File: src/rtl/prod_acc_pkg.sv
// Shared types for the multiplier/product-accumulator pair: operand signedness
// encoding and the accumulator FSM states.
package prod_acc_pkg;

    typedef enum logic [1:0] {
        TC_UU = 2'b00,
        TC_SU = 2'b01,
        TC_US = 2'b10,
        TC_SS = 2'b11
    } tc_mode_e;

    typedef enum logic {
        ST_IDLE = 1'b0,
        ST_ACC  = 1'b1
    } acc_state_e;

    // Any mode with at least one signed operand yields a signed product.
    function automatic logic is_signed_mode(input tc_mode_e mode);
        return mode != TC_UU;
    endfunction

endpackage

File: src/rtl/prod_acc_sat_add.sv
// Saturating ACw-bit adder: unsigned clamp to [0, 2^ACw-1] or two's complement
// clamp to the signed range, with a flag when clamping occurred.
module sat_add #(
    parameter int ACw = 16
) (
    input  logic [ACw-1:0] a_i,
    input  logic [ACw-1:0] b_i,
    input  logic           signed_i,
    output logic [ACw-1:0] sum_o,
    output logic           sat_o
);

    logic [ACw:0] raw_sum;

    assign raw_sum = {1'b0, a_i} + {1'b0, b_i};

    always_comb begin
        sum_o = raw_sum[ACw-1:0];
        sat_o = 1'b0;
        if (signed_i) begin
            // Signed overflow: like-signed operands producing an opposite-signed sum.
            if ((a_i[ACw-1] == b_i[ACw-1]) && (raw_sum[ACw-1] != a_i[ACw-1])) begin
                sat_o = 1'b1;
                sum_o = a_i[ACw-1] ? {1'b1, {(ACw-1){1'b0}}} : {1'b0, {(ACw-1){1'b1}}};
            end
        end else if (raw_sum[ACw]) begin
            sat_o = 1'b1;
            sum_o = '1;
        end
    end

endmodule

File: src/rtl/prod_acc.sv
// Groups multiplier products into saturating sums of a programmable length and
// presents each sum through a one-entry valid/ready result buffer.
module prod_acc
    import prod_acc_pkg::*;
#(
    parameter int PDw = 12,
    parameter int ACw = 16,
    parameter int CNw = 8
) (
    input  logic           clk_i,
    input  logic           rst_i,
    input  logic [1:0]     tc_mode_i,
    input  logic [CNw-1:0] len_i,
    input  logic           prod_valid_i,
    input  logic [PDw-1:0] prod_i,
    input  logic           flush_i,
    input  logic           clr_err_i,
    output logic           acc_valid_o,
    input  logic           acc_ready_i,
    output logic [ACw-1:0] acc_o,
    output logic           sat_o,
    output logic           stall_o,
    output logic           err_drop_o
);

    acc_state_e     state_q, state_d;
    tc_mode_e       mode_q, mode_d;
    logic [CNw-1:0] len_q, len_d;
    logic [CNw-1:0] cnt_q, cnt_d;
    logic [ACw-1:0] acc_q, acc_d;
    logic           gsat_q, gsat_d;
    logic           res_valid_q, res_valid_d;
    logic [ACw-1:0] res_acc_q, res_acc_d;
    logic           res_sat_q, res_sat_d;
    logic           err_q, err_d;

    logic           in_idle;
    logic           add_signed;
    logic [ACw-1:0] prod_ext;
    logic [ACw-1:0] add_a;
    logic [ACw-1:0] add_sum;
    logic           add_sat;
    logic [CNw-1:0] len_eff;
    logic [CNw-1:0] cnt_next;
    logic           done;
    logic           pop;
    logic           drop;

    // The first product of a group uses the live mode; later ones the latched mode.
    assign in_idle    = (state_q == ST_IDLE);
    assign add_signed = is_signed_mode(in_idle ? tc_mode_e'(tc_mode_i) : mode_q);
    assign prod_ext   = add_signed ? ACw'($signed(prod_i)) : ACw'(prod_i);
    assign add_a      = in_idle ? '0 : acc_q;
    assign len_eff    = (len_i == '0) ? CNw'(1) : len_i;
    assign cnt_next   = cnt_q + CNw'(1);
    assign pop        = res_valid_q & acc_ready_i;

    sat_add #(.ACw(ACw)) u_sat_add (
        .a_i      (add_a),
        .b_i      (prod_ext),
        .signed_i (add_signed),
        .sum_o    (add_sum),
        .sat_o    (add_sat)
    );

    always_comb begin
        // NOTE: every variable gets a default before any branch so no latch is inferred.
        state_d     = state_q;
        mode_d      = mode_q;
        len_d       = len_q;
        cnt_d       = cnt_q;
        acc_d       = acc_q;
        gsat_d      = gsat_q;
        res_valid_d = res_valid_q;
        res_acc_d   = res_acc_q;
        res_sat_d   = res_sat_q;
        done        = 1'b0;
        drop        = 1'b0;

        if (flush_i) begin
            state_d = ST_IDLE;
            acc_d   = '0;
            cnt_d   = '0;
            gsat_d  = 1'b0;
        end else if (prod_valid_i) begin
            if (in_idle) begin
                mode_d = tc_mode_e'(tc_mode_i);
                len_d  = len_eff;
                done   = (len_eff == CNw'(1));
                if (!done) begin
                    state_d = ST_ACC;
                    acc_d   = add_sum;
                    cnt_d   = CNw'(1);
                    gsat_d  = 1'b0;
                end
            end else begin
                done   = (cnt_next == len_q);
                acc_d  = add_sum;
                cnt_d  = cnt_next;
                gsat_d = gsat_q | add_sat;
            end
            if (done) begin
                state_d = ST_IDLE;
                acc_d   = '0;
                cnt_d   = '0;
                gsat_d  = 1'b0;
            end
        end

        // A finished group loads if the buffer is empty or draining this cycle.
        if (done && (!res_valid_q || pop)) begin
            res_valid_d = 1'b1;
            res_acc_d   = add_sum;
            res_sat_d   = gsat_q | add_sat;
        end else begin
            drop = done;
            if (pop) begin
                res_valid_d = 1'b0;
            end
        end

        err_d = drop | (err_q & ~clr_err_i);
    end

    always_ff @(posedge clk_i) begin
        // NOTE: sequential state is updated with non-blocking assignments only.
        if (rst_i) begin
            state_q     <= ST_IDLE;
            mode_q      <= TC_UU;
            len_q       <= '0;
            cnt_q       <= '0;
            acc_q       <= '0;
            gsat_q      <= 1'b0;
            res_valid_q <= 1'b0;
            res_acc_q   <= '0;
            res_sat_q   <= 1'b0;
            err_q       <= 1'b0;
        end else begin
            state_q     <= state_d;
            mode_q      <= mode_d;
            len_q       <= len_d;
            cnt_q       <= cnt_d;
            acc_q       <= acc_d;
            gsat_q      <= gsat_d;
            res_valid_q <= res_valid_d;
            res_acc_q   <= res_acc_d;
            res_sat_q   <= res_sat_d;
            err_q       <= err_d;
        end
    end

    assign acc_valid_o = res_valid_q;
    assign acc_o       = res_acc_q;
    assign sat_o       = res_sat_q;
    assign err_drop_o  = err_q;
    assign stall_o     = res_valid_q & ~acc_ready_i;

endmodule

File: config.mk
export PLATFORM = sky130hd
export DESIGN_NAME = prod_acc
export DESIGN_NICKNAME = d
export VERILOG_FILES = /design/src/rtl/prod_acc_pkg.sv /design/src/rtl/prod_acc_sat_add.sv /design/src/rtl/prod_acc.sv
export SDC_FILE = /design/constraint.sdc
export NUM_CORES = 1
export LEC_CHECK = 0
export BUFFER_PORTS_ARGS = -buffer_cell sky130_fd_sc_hd__buf_2
export CELL_PAD_IN_SITES_DETAIL_PLACEMENT = 0
export CELL_PAD_IN_SITES_GLOBAL_PLACEMENT = 1
export CORE_AREA = 3 3 97 99
export DETAILED_ROUTE_END_ITERATION = 16
export DIE_AREA = 0 0 100 102
export PLACE_DENSITY_LB_ADDON = 0.1
export SLEW_MARGIN = 15
export SYNTH_ARGS = -nofsm -noshare
export SYNTH_HDL_FRONTEND = slang
export SYNTH_SLANG_ARGS = --single-unit
File: constraint.sdc
create_clock -name clk_i -period 3.6 [get_ports clk_i]
set_clock_uncertainty 0.2 [all_clocks]
set_input_delay 0.36 -clock clk_i [delete_from_list [all_inputs] [get_ports clk_i]]
set_output_delay 0.36 -clock clk_i [all_outputs]
set_load 0.1 [all_outputs]
==> results.sh, run 1 <==
export IMPL_outcome="finished, final reports clean"
export IMPL_grt_start_max_net_pins=30
export IMPL_startpoint_type="register"
export IMPL_holdBufCountCts=0
export IMPL_fmax_mhz=290
export IMPL_initial_detailed_routing_violation_count=114
export IMPL_final_instance_count_excl_fill=566
export IMPL_worst_hold_path_stage_count=3
export IMPL_mostFrequentLayoutCells="nand2_1, dfxtp_1, buf_2"
export IMPL_pwr_share_comb_pct=15.1
export IMPL_initial_antenna_violation_count=0
export IMPL_totalWireLength_um=8720
export IMPL_vdd_drop_max_mv=0.138
export IMPL_endpoint_kind="register"
export IMPL_synth_xor_xnor_area_share_pct=6.41
export IMPL_grt_first_pass_wirelength_um=14500
export IMPL_cts_root_buf="clkbuf_8"
export IMPL_setup_viol_count_final=0
export IMPL_grt_pass1_vias=2846
export IMPL_design_die_area_mm2=0.0102
export IMPL_cts_max_path_buffers=2
export IMPL_yosysWarnings=0
export IMPL_avgSynthCellArea_um2=8.05
export IMPL_power_clock_fraction_pct=30.0
export IMPL_post_synth_fa_ha_maj_area_fraction_pct=6.68
export IMPL_netSwitchingPower_uw=328
export IMPL_routedWlPerCell_um=15.4
export IMPL_grt_util_all_layers_pct=17.6
export IMPL_critPathMaxFanout=13
export IMPL_final_core_util_pct=44.5
export IMPL_ys_async_sr_fraction_pct=0
export IMPL_sequentialPowerShare_pct=54.9
export IMPL_synth_compound_gate_area_share_pct=23.7
export IMPL_worstReg2RegEnd="acc_q[7]"
export IMPL_syn_num_nets=451
export IMPL_muxShareOfSynthArea_pct=0.916
export IMPL_slew_headroom_pct=57.6
export IMPL_worstPathCellList="buf_4 > or3_4 > and3_1 > ha_4 > nand4_1 > a211oi_4 > nor3_2 > a211oi_2 > a31oi_2 > buf_12 > and2_1 > a221o_1"
export IMPL_placementRows=34
export IMPL_grt_overflow_total=0
export IMPL_flow_area_growth_from_synthesis_pct=17.2
export IMPL_critPathArrivalTime_ps=3450
export IMPL_tritoncts="built"
export IMPL_fin_nets=501
export IMPL_timing_setup_critical_path_class="register to register"
export IMPL_die_x_um=100
export IMPL_synth_seq_cells=55
export IMPL_syn_area_mm2=0.00328
export IMPL_powerDensity_mw_per_mm2=300
export IMPL_place_detailed_instances=556
export IMPL_final_hold_viol_count=0
export IMPL_netlist_cell_type_count=56
export IMPL_starting_density_pct=38.0
export IMPL_drv_cap=0
export IMPL_synth_simple_area_share_pct=24.5
export IMPL_final_period_minus_worst_setup_slack_ps=3440
export IMPL_slew_violations=0
export IMPL_power_leakage_nw=1.60
export IMPL_syn_instance_count=407
export IMPL_postRouteAntennaNets=0
export IMPL_layout_drive_gt1_share_pct=20.3
export IMPL_seq_area_frac_synth_pct=33.6
export IMPL_die_height_um=102
export IMPL_reg2reg_slack_ps=160
export IMPL_cp_slowest_cell="or3_4"
export IMPL_route_vias_total=3067
export IMPL_place_port_buffers=47
export IMPL_timing_hold_worst_class="primary input to register"
export IMPL_r2r_worst_path_cells=12
export IMPL_total_clock_buffers_created_by_cts=5
export IMPL_timing_rr_start="state_q"
export IMPL_clkSlewWorstSetupHoldPaths_ps=100
export IMPL_dominant_combinational_cell_family_by_area_after_synthesis="simple AND/OR/NAND/NOR gates"
export IMPL_cpPeakStageDelay_ps=420
export IMPL_tightestPinTransition_ps=634
export IMPL_rsz_0062_raised_after_global_routing="no"
export IMPL_via_per_inst=5.42
export IMPL_drt_drc_violations_left=0
export IMPL_timing_critical_path_from="state_q"
export IMPL_most_common_cell_after_layout_fill_and_taps_aside="nand2_1"
export IMPL_total_power_mw=1.15
export IMPL_core_area_mm2=0.00864
export IMPL_first_pass_iters=4
export IMPL_p_sw_share_pct=28.4
export IMPL_crit_required_ps=3610
export IMPL_hold_crit_endpoint="mode_q[1]"
export IMPL_min_period_over_period_pct=95.7
export IMPL_leading_register_cell_type_out_of_synthesis="dfxtp_1"
export IMPL_htreeDepth=2
export IMPL_synth_edf_count=0
export IMPL_dp_hpwl_um=6610
export IMPL_worstSkewPairLatency_ps=310
export IMPL_min_delay_start="tc_mode_i[1]"
export IMPL_clock_sinks=55
export IMPL_antenna_cells_inserted=0
export IMPL_p_int_uw=825
export IMPL_io_pins=48
export IMPL_gp_congestion=0.827
-- stage by stage --
stage	setup TNS (ps)	setup slack, ps	instance area [um2]	hold WS, ps
6_report	0	157	3840	92.1
5_1_grt	0	1.70	3840	97.1
4_1_cts	0	27.3	3780	78.9
3_5_place_dp	-441	-137	3680	241
3_3_place_gp	-594	-147	3680	240
2_1_floorplan	0	49.5	3280	223
-- critical path: cells and delay by family (launching register included) --
family	cells	cell delay, ps
and+or+nand+nor	5	1070
AOI/OAI and AO/OA	4	1070
DFF	1	350
buffers and inverters	2	330
adders and majority gates	1	300
-- metal layers --
layer  wire, um  part of all wire, %  up-vias  global-route usage, %
li1           -                    -     1554                      -
met1       4280                   49     1447                   24.9
met2       4050                   46       59                   28.5
met3        313                  3.6        7                   2.32
met4         76                 0.87        0                   4.04
met5          0                    0        -                      0
-- worst max-delay path by stage --
stage,end,depth (start not counted)
global route,acc_q[7],12
detailed placement,acc_q[7],12
floorplan,acc_o[10],5
finish,acc_q[7],12
CTS,acc_q[7],12
global placement,acc_q[7],12
-- power by group through the flow --
| stage | registers, mW | clock network [mW] | logic (mW) |
|---|---|---|---|
| CTS | 0.633 | 0.365 | 0.170 |
| global route | 0.635 | 0.386 | 0.193 |
| floorplan | 0.656 | 0 | 0.106 |
| global placement | 0.647 | 0 | 0.169 |
| detailed placement | 0.647 | 0 | 0.169 |
| finish | 0.633 | 0.346 | 0.174 |
-- sequential cells by signal, indices dropped and copies added, names as in the netlist --
register and cells:
acc_valid_o 1, sat_o 1, state_q 1, gsat_q 1
mode_q 2, acc_q 16, cnt_q 8, acc_o 16
err_drop_o 1, len_q 8
-- cell type report --
| class | instances | area [um2] |
|---|---|---|
| Clock inverter | 3 | 20.0 |
| Sequential cell | 55 | 1100 |
| Clock buffer | 5 | 68.8 |
| Tap cell | 108 | 135 |
| Fill cell | 909 | 4790 |
| Inverter | 9 | 33.8 |
| Timing Repair Buffer | 64 | 388 |
| Multi-Input combinational cell | 322 | 2090 |
-- synth_stat cells, types with 2 or more instances --
cell type / instances / area share [%]
a211o_1: 3 / 0.80
a211oi_1: 17 / 3.9
a21o_1: 4 / 0.92
a21oi_1: 29 / 4.4
a21oi_2: 2 / 0.53
a221o_1: 2 / 0.61
a311oi_1: 6 / 1.6
a31oi_1: 6 / 1.1
a41oi_1: 2 / 0.53
and2_1: 18 / 3.4
and3_1: 8 / 1.5
buf_2: 5 / 0.76
buf_6: 2 / 0.69
clkbuf_1: 12 / 1.4
dfxtp_1: 55 / 34
ha_1: 15 / 5.7
inv_1: 9 / 1.0
mux2i_1: 3 / 0.92
nand2_1: 63 / 7.2
nand2b_1: 6 / 1.1
nand3_1: 10 / 1.5
nand4_1: 2 / 0.38
nor2_1: 38 / 4.4
nor2b_1: 4 / 0.76
nor3_1: 6 / 0.92
nor3b_1: 3 / 0.69
nor4_1: 2 / 0.38
o211ai_1: 15 / 3.4
o21ai_0: 6 / 0.92
o21ai_1: 3 / 0.46
o221a_2: 2 / 0.69
or2_2: 2 / 0.38
or3_1: 2 / 0.38
xnor2_1: 16 / 4.3
xor2_1: 8 / 2.1
-- logic make-up after synthesis --
kind of cell | after synthesis
AND/OR/NAND/NOR | 169
AO/OA/AOI/OAI | 109
flip-flops | 55
buffers and inverters | 30
XOR/XNOR | 24
adder cells (fa/ha/maj) | 17
multiplexers | 3
-- what timing repair did --
action / 4_1_cts / 5_1_grt
pin swaps: 0 / 4
endpoints found under the setup margin: 24 / 28
resized for setup: 1 / 10
setup buffers: 0 / 2
endpoints found under the hold margin: 0 / 0
Note: power is estimated with default switching activity, not from simulation.
==> run 2, diff against run 1 <==
BUFFER_PORTS_ARGS = -buffer_cell sky130_fd_sc_hd__buf_4   (was -buffer_cell sky130_fd_sc_hd__buf_2)
==> results.sh, run 2 (synthesis gave the netlist of run 1 again) <==
export IMPL_outcome="finished, final reports clean"
export IMPL_postRouteAntennaNets=0
export IMPL_pwr_share_comb_pct=15.1
export IMPL_tightestPinTransition_ps=623
export IMPL_layout_area_seq_mm2=0.00110
export IMPL_design_area_final_mm2=0.00391
export IMPL_die_x_um=100
export IMPL_grt_first_pass_wirelength_um=14600
export IMPL_total_clock_buffers_created_by_cts=5
export IMPL_grt_pass1_vias=2927
export IMPL_starting_density_pct=38.0
export IMPL_power_leakage_nw=1.61
export IMPL_powerDensity_mw_per_mm2=301
export IMPL_timing_hold_worst_class="primary input to register"
export IMPL_timing_rr_start="state_q"
export IMPL_grt_util_all_layers_pct=17.9
export IMPL_filler_cell_count=943
export IMPL_place_detailed_instances=555
export IMPL_cp_slowest_cell="or4_4"
export IMPL_clkSlewWorstSetupHoldPaths_ps=110
export IMPL_cts_root_buf="clkbuf_8"
export IMPL_hold_crit_endpoint="len_q[6]"
export IMPL_fin_nets=499
export IMPL_final_hold_viol_count=0
export IMPL_slew_violations=0
export IMPL_clock_sinks=55
export IMPL_design_die_area_mm2=0.0102
export IMPL_mostFrequentLayoutCells="nand2_1, buf_4, dfxtp_1"
export IMPL_dp_hpwl_um=6550
export IMPL_multiInputGateArea_mm2=0.00206
export IMPL_crit_required_ps=3610
export IMPL_worst_hold_path_stage_count=3
export IMPL_final_period_minus_worst_setup_slack_ps=3480
export IMPL_reg2reg_slack_ps=120
export IMPL_route_vias_total=3026
export IMPL_grt_overflow_total=0
export IMPL_endpoint_kind="register"
export IMPL_fin_setup_tns_ps=0
export IMPL_first_pass_iters=4
export IMPL_vdd_drop_max_mv=0.137
export IMPL_totalWireLength_um=8810
export IMPL_worstSkewPairLatency_ps=330
export IMPL_min_delay_start="len_i[6]"
export IMPL_routedWlPerCell_um=15.6
export IMPL_htreeDepth=2
export IMPL_core_area_mm2=0.00864
export IMPL_critPathArrivalTime_ps=3490
export IMPL_min_period_over_period_pct=96.7
export IMPL_total_power_mw=1.18
export IMPL_via_per_inst=5.37
export IMPL_critPathMaxFanout=8
export IMPL_place_port_buffers=47
export IMPL_sequentialPowerShare_pct=53.7
export IMPL_placementRows=34
export IMPL_holdBufCountCts=0
export IMPL_slew_headroom_pct=58.3
export IMPL_grt_start_max_net_pins=30
export IMPL_drv_cap=0
export IMPL_netSwitchingPower_uw=344
export IMPL_tritoncts="built"
export IMPL_placed_cell_area_mm2=0.00379
export IMPL_io_pins=48
export IMPL_die_height_um=102
export IMPL_worstReg2RegEnd="acc_o[0]"
export IMPL_cts_max_path_buffers=2
export IMPL_most_common_cell_after_layout_fill_and_taps_aside="nand2_1"
export IMPL_gp_congestion=0.841
export IMPL_p_sw_share_pct=29.1
export IMPL_flow_area_growth_from_synthesis_pct=19.4
export IMPL_final_instance_count_excl_fill=564
export IMPL_cpPeakStageDelay_ps=450
export IMPL_r2r_worst_path_cells=11
export IMPL_antenna_cells_inserted=0
export IMPL_initial_antenna_violation_count=0
export IMPL_final_core_util_pct=45.3
export IMPL_layout_drive_gt1_share_pct=19.1
export IMPL_timing_setup_critical_path_class="register to register"
export IMPL_p_int_uw=836
export IMPL_drt_drc_violations_left=0
export IMPL_initial_detailed_routing_violation_count=110
export IMPL_startpoint_type="register"
export IMPL_power_clock_fraction_pct=31.2
export IMPL_worstPathCellList="buf_4 > or3_4 > and3_1 > ha_1 > inv_1 > a31oi_1 > or3_1 > maj3_2 > or4_4 > a21oi_2 > a211oi_1"
export IMPL_rsz_0062_raised_after_global_routing="no"
export IMPL_setup_viol_count_final=0
export IMPL_fmax_mhz=287
[run 2: cell types whose count changed in the layout (fill, tap and decap cells not counted), sizes merged]
cell / previous run / this run
clkinvlp: 2 / 1
clkinv: 1 / 2
buf: 64 / 62
[run 2: timing repair]
| action | 4_1_cts | 5_1_grt |
|---|---|---|
| setup buffers | 0 | 1 |
| setup endpoints to repair | 0 | 30 |
| hold endpoints to repair | 0 | 0 |
| gates resized for setup | 0 | 4 |
[run 2: critical path: cells and delay by family, from the launching register on]
kind                       cells  cell delay [ps]
AOI/OAI and AO/OA              3              350
adders and majority gates      2              710
buffers and inverters          2              260
DFF                            1              360
and+or+nand+nor                4             1480
[run 2: power groups by stage]
stage               Clock (mW)  Sequential (mW)  Combinational [mW]
finish                   0.368            0.633               0.178
global route             0.404            0.635               0.198
CTS                      0.382            0.633               0.179
detailed placement           0            0.647               0.178
global placement             0            0.647               0.180
floorplan                    0            0.656               0.106
[run 2: per-layer routing]
layer  global-route usage (%)  share of wire (%)  vias to the layer above
li1                         -                  -                     1553
met1                     25.1                 51                     1435
met2                     28.6                 45                       30
met3                     3.07                3.1                        8
met4                     4.35                1.1                        0
met5                        0                  0                        -
[run 2: worst max-delay path by stage]
stage / startpoint / endpoint / cells after the start
floorplan: acc_valid_o / acc_o[10] / 5
finish: state_q / acc_o[0] / 11
global placement: state_q / acc_o[0] / 10
detailed placement: state_q / acc_o[0] / 10
CTS: state_q / acc_q[6] / 12
global route: state_q / acc_o[0] / 11
[run 2: layout make-up]
class | count | area share (%)
multi-input cells | 322 | 52.6
flip-flops and latches | 55 | 28.1
repair buffers | 62 | 12.5
well taps | 108 | 3.45
clock buffers | 5 | 1.76
inverters | 9 | 0.863
clock inverters | 3 | 0.640
[run 2: metrics by stage]
stage / setup WS, ps / hold slack (ps)
floorplan: 49.5 / 223
global placement: 87.0 / 240
detailed placement: 108 / 244
CTS: 79.3 / 76.6
global route: 15.5 / 78.9
finish: 119 / 78.5
==> run 3, diff against run 2 <==
CAP_MARGIN = 40   (was default)
CORE_AREA = 3 3 100 102   (was 3 3 97 99)
DIE_AREA = 0 0 103 105   (was 0 0 100 102)
SYNTH_HIERARCHICAL = 1   (was default)
clock period = 3.55 ns   (was 3.6 ns; I/O delays follow)
==> results.sh, run 3 <==
export IMPL_via_per_inst=5.70
export IMPL_outcome="finished, final reports clean"
export IMPL_timing_hold_worst_class="primary input to register"
export IMPL_cts_max_path_buffers=2
export IMPL_critPathArrivalTime_ps=3340
export IMPL_postRouteAntennaNets=0
export IMPL_hold_slack_ps=43.3
export IMPL_cts_root_buf="clkbuf_8"
export IMPL_syn_area_mm2=0.00363
export IMPL_clkSlewWorstSetupHoldPaths_ps=110
export IMPL_vdd_drop_max_mv=0.191
export IMPL_first_pass_iters=5
export IMPL_timing_critical_path_mode_cell="buf_4"
export IMPL_cp_slowest_cell="a2111oi_4"
export IMPL_initial_antenna_violation_count=0
export IMPL_routedWlPerCell_um=17.1
export IMPL_avgSynthCellArea_um2=8.81
export IMPL_grt_overflow_total=0
export IMPL_die_x_um=103
export IMPL_final_period_minus_worst_setup_slack_ps=3320
export IMPL_drv_cap=0
export IMPL_ys_async_sr_fraction_pct=0
export IMPL_totalWireLength_um=9720
export IMPL_initial_detailed_routing_violation_count=129
export IMPL_syn_num_nets=458
export IMPL_fmax_mhz=301
export IMPL_grt_start_max_net_pins=35
export IMPL_drt_drc_violations_left=0
export IMPL_grt_util_all_layers_pct=18.1
export IMPL_crit_required_ps=3560
export IMPL_min_period_over_period_pct=93.6
export IMPL_leading_register_cell_type_out_of_synthesis="dfxtp_1"
export IMPL_tritoncts="built"
export IMPL_critPathBufInv=2
export IMPL_placementRows=35
export IMPL_ys_top_cells_by_area="dfxtp_1, ha_1, a22o_1"
export IMPL_synth_seq_cells=55
export IMPL_die_height_um=105
export IMPL_dp_hpwl_um=7350
export IMPL_most_common_cell_after_layout_fill_and_taps_aside="buf_4"
export IMPL_rsz_0062_raised_after_global_routing="no"
export IMPL_mostFrequentLayoutCells="buf_4, dfxtp_1, a21oi_1"
export IMPL_slew_violations=0
export IMPL_route_vias_total=3250
export IMPL_startpoint_type="register"
export IMPL_power_leakage_nw=1.72
export IMPL_synth_largest_type_area_fraction_pct=30.3
export IMPL_yosys_cell_count_top_type="dfxtp_1"
export IMPL_worstSkewPairLatency_ps=320
export IMPL_worstPathCellList="buf_4 > and2_1 > ha_2 > nand2_2 > o21a_1 > o311a_1 > a2111oi_4 > o21bai_4 > buf_4 > o21ai_2 > a22o_1"
export IMPL_seq_area_frac_synth_pct=30.3
export IMPL_antenna_cells_inserted=0
export IMPL_slew_headroom_pct=46.0
export IMPL_starting_density_pct=39.5
export IMPL_place_detailed_instances=561
export IMPL_timing_setup_critical_path_class="register to register"
export IMPL_fin_setup_tns_ps=0
export IMPL_layout_drive_gt1_share_pct=27.0
export IMPL_synth_edf_count=0
export IMPL_place_port_buffers=47
export IMPL_io_pins=48
export IMPL_timing_critical_path_max_delay_family="compound AO/OA/AOI/OAI gates"
export IMPL_filler_cell_count=936
export IMPL_cpPeakStageDelay_ps=450
export IMPL_gp_congestion=0.844
export IMPL_powerDensity_mw_per_mm2=285
export IMPL_setup_viol_count_final=0
export IMPL_final_instance_count_excl_fill=570
export IMPL_grt_pass1_vias=3142
export IMPL_tightestPinTransition_ps=808
export IMPL_syn_instance_count=412
export IMPL_total_clock_buffers_created_by_cts=5
export IMPL_final_hold_viol_count=0
export IMPL_fin_nets=504
export IMPL_htreeDepth=2
export IMPL_setup_slack_ps=228
export IMPL_yosysWarnings=6
export IMPL_clock_sinks=55
export IMPL_design_die_area_mm2=0.0108
export IMPL_total_power_mw=1.22
export IMPL_grt_first_pass_wirelength_um=15500
export IMPL_flow_area_growth_from_synthesis_pct=17.6
export IMPL_detailedPlace_worstSlack_ps=43.9
export IMPL_synth_top_cell_by_area="dfxtp_1"
export IMPL_synth_common_cells="dfxtp_1, a21oi_1, nand2_1"
export IMPL_critPathMaxFanout=14
export IMPL_endpoint_kind="register"
export IMPL_core_area_mm2=0.00920
export IMPL_netlist_cell_type_count=63
==> run 3: cell types whose count changed after synthesis, sizes merged, moves of 7 or more <==
cell	delta
nand2	-31
o21ai	+24
a22o	+23
o211ai	+17
nor2	-15
a211oi	-12
a21oi	+9
and3	-7
==> run 3: final timing paths <==
kind	startpoint	slack (ps)	depth (start not counted)	to
worst max register to register	state_q	230	11	acc_q[12]
worst min-delay path	flush_i	40	2	gsat_q
worst min register to register	err_drop_o	280	2	err_drop_o
worst max-delay path	state_q	230	11	acc_q[12]
==> run 3: kinds of logic after synthesis <==
group | count (synthesis) | synth area share [%]
AO/OA/AOI/OAI | 174 | 36.6
XOR/XNOR | 23 | 6.14
adder cells (fa/ha/maj) | 18 | 6.41
buffers and inverters | 36 | 5.38
flip-flops | 55 | 30.3
AND/OR/NAND/NOR | 106 | 15.1
==> run 3: final cells by class <==
cell class,count,area [um2],area share (%)
multi-input cells,321,2400,56.3
flip-flops and latches,55,1100,25.8
repair buffers,67,503,11.8
well taps,111,139,3.25
clock buffers,5,68.8,1.61
inverters,8,30.0,0.704
clock inverters,3,22.5,0.528
==> run 3: repair_timing <==
action / in CTS / in global routing
resized for setup: 0 / 13
hold buffers: 0 / 0
setup endpoints to repair: 0 / 31
setup buffers: 0 / 1
==> run 3: report_power, final <==
part	internal [mW]	total, mW	leakage (nW)	switching, mW
sequential	0.631	0.641	0.446	0.0104
clock	0.144	0.375	0.0489	0.232
combinational	0.0847	0.202	1.23	0.117
==> run 3: through the flow <==
step	area, um2	util [%]
2_1_floorplan	3630	-
3_3_place_gp	4100	44.6
3_5_place_dp	4100	44.6
4_1_cts	4190	45.6
5_1_grt	4270	46.4
6_report	4270	46.4
==> run 3: metal layers <==
| layer | wire [um] | GRT usage, % | up-vias |
|---|---|---|---|
| met5 | 0 | 0 | - |
| met4 | 110 | 3.61 | 0 |
| met3 | 251 | 2.80 | 10 |
| met2 | 5240 | 32.7 | 41 |
| met1 | 4120 | 22.2 | 1559 |
| li1 | - | - | 1640 |
